[src/rtl/fetch_unit.sv]
// rtl/fetch_unit.sv - instruction fetch stage with PC, program-memory reads and AVR two-word detection
// Latches one- or two-word instructions for decode; pc_load redirects and aborts fetches.
module fetch_unit #(
  parameter int                    PC_WIDTH     = 16,
  parameter logic [PC_WIDTH-1:0]   RESET_VECTOR = '0
) (
  input  logic                clk,
  input  logic                reset,
  input  logic                en_PM,
  input  logic                en_Fetch,
  input  logic                pc_load,
  input  logic [PC_WIDTH-1:0] pc_target,
  output logic [PC_WIDTH-1:0] pm_addr,
  output logic                pm_rd,
  input  logic [15:0]         pm_data,
  output logic [15:0]         ir,
  output logic [15:0]         ir2,
  output logic [PC_WIDTH-1:0] instr_pc,
  output logic                instr_valid,
  output logic                long_instr,
  output logic                fetch_stall,
  output logic [PC_WIDTH-1:0] pc
);

  typedef enum logic [1:0] {
    S_IDLE  = 2'd0,
    S_WAIT  = 2'd1,
    S_WORD2 = 2'd2,
    S_WAIT2 = 2'd3
  } state_t;

  localparam logic [PC_WIDTH-1:0] PC_ONE = {{(PC_WIDTH-1){1'b0}}, 1'b1};

  state_t              state_q, state_d;
  logic [PC_WIDTH-1:0] pc_q, pc_d;
  logic [15:0]         ir_q, ir_d;
  logic [15:0]         ir2_q, ir2_d;
  logic [PC_WIDTH-1:0] instr_pc_q, instr_pc_d;
  logic                valid_q, valid_d;
  logic                long_q, long_d;
  logic                word_is_long;

  // JMP/CALL and LDS/STS carry an address in the following program word.
  assign word_is_long = ((pm_data & 16'hFE0C) == 16'h940C) ||
                        ((pm_data & 16'hFC0F) == 16'h9000);

  always_ff @(posedge clk or negedge reset) begin
    if (!reset) begin
      state_q    <= S_IDLE;
      pc_q       <= RESET_VECTOR;
      ir_q       <= 16'h0000;
      ir2_q      <= 16'h0000;
      instr_pc_q <= '0;
      valid_q    <= 1'b0;
      long_q     <= 1'b0;
    end else begin
      state_q    <= state_d;
      pc_q       <= pc_d;
      ir_q       <= ir_d;
      ir2_q      <= ir2_d;
      instr_pc_q <= instr_pc_d;
      valid_q    <= valid_d;
      long_q     <= long_d;
    end
  end

  always_comb begin
    state_d     = state_q;
    pc_d        = pc_q;
    ir_d        = ir_q;
    ir2_d       = ir2_q;
    instr_pc_d  = instr_pc_q;
    valid_d     = valid_q;
    long_d      = long_q;
    pm_rd       = 1'b0;
    fetch_stall = 1'b0;

    case (state_q)
      S_IDLE: begin
        pm_rd = en_PM;
        if (en_PM) begin
          valid_d = 1'b0;
          state_d = S_WAIT;
        end
      end
      S_WAIT: begin
        if (en_Fetch) begin
          ir_d       = pm_data;
          instr_pc_d = pc_q;
          pc_d       = pc_q + PC_ONE;
          if (word_is_long) begin
            fetch_stall = 1'b1;
            state_d     = S_WORD2;
          end else begin
            valid_d = 1'b1;
            long_d  = 1'b0;
            state_d = S_IDLE;
          end
        end
      end
      S_WORD2: begin
        pm_rd       = 1'b1;
        fetch_stall = 1'b1;
        state_d     = S_WAIT2;
      end
      S_WAIT2: begin
        ir2_d   = pm_data;
        pc_d    = pc_q + PC_ONE;
        long_d  = 1'b1;
        valid_d = 1'b1;
        state_d = S_IDLE;
      end
      default: state_d = S_IDLE;
    endcase

    // A redirect wins over everything and leaves the decode-facing registers untouched.
    if (pc_load) begin
      pc_d        = pc_target;
      state_d     = S_IDLE;
      valid_d     = 1'b0;
      fetch_stall = 1'b0;
      ir_d        = ir_q;
      ir2_d       = ir2_q;
      instr_pc_d  = instr_pc_q;
      long_d      = long_q;
    end
  end

  assign pm_addr     = pc_q;
  assign pc          = pc_q;
  assign ir          = ir_q;
  assign ir2         = ir2_q;
  assign instr_pc    = instr_pc_q;
  assign instr_valid = valid_q;
  assign long_instr  = long_q;

endmodule

[config.mk]
export PLATFORM = sky130hd
export DESIGN_NAME = fetch_unit
export DESIGN_NICKNAME = d
export VERILOG_FILES = /design/src/rtl/fetch_unit.sv
export SDC_FILE = /design/constraint.sdc
export NUM_CORES = 1
export LEC_CHECK = 0
export CAP_MARGIN = 15
export CORE_MARGIN = 8
export CORE_UTILIZATION = 47
export DETAILED_ROUTE_END_ITERATION = 8
export PLACE_DENSITY = 0.91
export REMOVE_ABC_BUFFERS = 1
export SLEW_MARGIN = 10
export SYNTH_ARGS = -nofsm -noshare
export SYNTH_HDL_FRONTEND = slang
export SYNTH_SLANG_ARGS = --single-unit
[constraint.sdc]
create_clock -name clk -period 5.5 [get_ports clk]
set_input_delay 0.55 -clock clk [delete_from_list [all_inputs] [get_ports clk]]
set_output_delay 0.55 -clock clk [all_outputs]
set_load 0.03 [all_outputs]
==> metrics <==
Worst-path clk slew=roughly 70 ps; GR Overflow Total=0; Nets=404; Antenna Cells=0; YS warnings=0; Post-synth EDFFs=0; Most used DFF post-synth=dfrtp_1; Root Buffer=clkbuf_8; num ports=121; vias after detailed routing=~2.3k; clock tree buffer depth=2; FMAX=about 0.3 GHz; vias per inst=about 5.3; required time of the critical path=about 5000 ps; Tcrit/Tclk final=62.1%; Final Hold Violating Endpoints=0; first-pass GRT wire length=13.0 mm; Placed Cells=427; non-filler instance count after layout=441; DRC=0; post-CTS setup buffer count=0; Setup crit start=pm_data[2]; Die X=approximately 98 um; outcome=finished, final reports clean; fraction of registers with async set/reset=100%; total die area=approximately 9500 um^2; CP arrival=2860 ps; Yosys cell types=38; final core utilization=70.0%; share of layout cells above drive strength 1=between 10% and 20%; post-route ant nets=0; register bit total from synthesis=between 60 and 70; final WL=7.95 mm; CTS Buf Count=9; largest net degree at the start of global routing=39; port buffer count=120; Sum Neg Setup Slack=0 ps; Final Setup Violations=0; Startpoint Class=input pin; Pwr Total=1.69 mW; synthesized area=3130 um^2; initial DRC count=54; RSZ-0062 raised after global routing=false; CTS tree=built; Hold Buf Count CTS=0; CORE AREA=6390 um^2; Setup Crit Path Kind=input pin to primary output; leakage=1.93 nW; Tot GR Track Use=16.6%; post_cts resized=0; Mean Syn Cell Area=12.4 um^2; Least-Margin Pin Slew=917 ps; Layout Skew=5.66 ps; Power Density=377 nW/um^2; crit end category=primary output; clock latency on the worst-skew pair=320 ps; Fill cells=471; VDD IR max=about 0.28 mV; vias in the first global route=approximately 2.5k; first-pass detailed-route iteration total=6; Worst Hold Class=input pin to asynchronous set/reset pin; clock sink count=68; synthesis-to-layout area growth=42.7%; Max Slew Vio Count=0; slew margin rel.=38.8%; Die Y=97.6 um; Crit Reg-Reg Startpoint=state_q[1]$_DFFE_PN0P_; post-detail-place hpwl=5.95 mm; # rows=29; CTS HTree Levels=3; routability cong.=about 0.87; Syn Inst Count=about 250; Max Cap Viol=0; initial antenna violation count=0; sequential-to-total area share from yosys stat=54.3%; Worst Path Max Fanout=5; average wire per standard cell=18.0 um; initial core utilization=approximately half; fin crit period=3410 ps
cell usage in the layout, fill, tap and decap left out, drive strengths merged, types with 2 or more instances in the layout:
cell	netlist	layout
nand2	21	21
buf	20	3
inv	6	6
dfrtp	68	68
nor2	3	3
or4	6	6
or3	2	2
nand4	6	6
xor2	6	6
mux2	49	49
o211ai	5	5
a211oi	2	2
and3	2	2
nand3	11	11
a21oi	2	2
clkbuf	5	12
ha	6	6
and2	2	2
o21ai	15	15
xnor2	2	2
a31oi	3	3
clkdlybuf4s50	0	119
and4	2	2
power breakdown:
group          total (mW)  internal [mW]  switching [mW]
Sequential          0.659          0.596          0.0623
Combinational       0.627          0.282           0.345
Clock               0.399          0.229           0.171
Total                1.69           1.11           0.578
through the flow:
| stage | hold slack, ps | setup slack, ps | cell area (um^2) |
|---|---|---|---|
| floorplan | 254 | 2840 | 2970 |
| global placement | 470 | 2130 | 4280 |
| detailed placement | 490 | 2110 | 4280 |
| CTS | 270 | 2070 | 4470 |
| global route | 308 | 1900 | 4470 |
| finish | 259 | 2090 | 4470 |
critical path, stage by stage:
cell             delay, ps
clkdlybuf4s50_1        470
or4_1                  550
o21ai_2                240
a31oi_1                140
nor3b_1                190
clkdlybuf4s50_1        720
area by class of cell:
type                       instances  area, um^2  share of cell area (%)
timing repair buffer             122        1210                    27.1
tap                               77        96.3                    2.16
clock inverter                     2        35.0                   0.784
inverter                           6        22.5                   0.504
multi-input combinational        154        1250                    27.9
clock buffer                      12         155                    3.47
sequential                        68        1700                    38.1
cell families (layout without fill, tap and decap cells):
family	count (synthesis)	after routing	synth area share [%]
AND/OR/NAND/NOR	60	60	11.1
adder cells (fa/ha/maj)	6	6	2.40
multiplexers	50	50	18.1
buffers and inverters	31	142	5.99
AO/OA/AOI/OAI	30	30	5.91
XOR/XNOR	8	8	2.24
flip-flops	68	68	54.3
state kept, by name, indices dropped and copies added, names as in the netlist:
signal       cells
instr_pc        16
ir2             16
ir              16
pc              16
state_q          2
instr_valid      1
long_instr       1
cell usage after synthesis, types with 3 or more instances:
cell      count  area share, %
o211ai_1      5            1.2
buf_4        16            3.8
mux2_2       48             17
nand4_1       4           0.80
buf_2         3           0.48
dfrtp_1      68             54
nand3_1      11            1.8
nor2_1        3           0.36
xor2_1        6            1.7
nand2_1      21            2.5
inv_1         6           0.72
a31oi_1       3           0.60
or4_1         6            1.4
ha_1          6            2.4
clkbuf_1      5           0.60
o21ai_0      14            2.2
final timing paths:
path                       slack, ps                 endpoint  depth (start not counted)
hold / removal                   260        ir[7]$_DFFE_PN0P_                          1
setup reg to reg                3270       ir[13]$_DFFE_PN0P_                          4
max in group asynchronous       4280        pc[2]$_DFFE_PN0P_                          2
setup / recovery                2090              fetch_stall                          6
hold reg to reg                  500  instr_pc[8]$_DFFE_PN0P_                          2
min in group clk                 500  instr_pc[8]$_DFFE_PN0P_                          2
metal layers:
metal  up-vias  global-route usage [%]  wire (um)
met3         7                    5.97        606
met4         0                    5.71         98
li1       1104                       -          -
met1      1138                    19.5       3240
met2        92                    27.3       4000
met5         -                       0          0
Power figures use the tool's default switching activity.
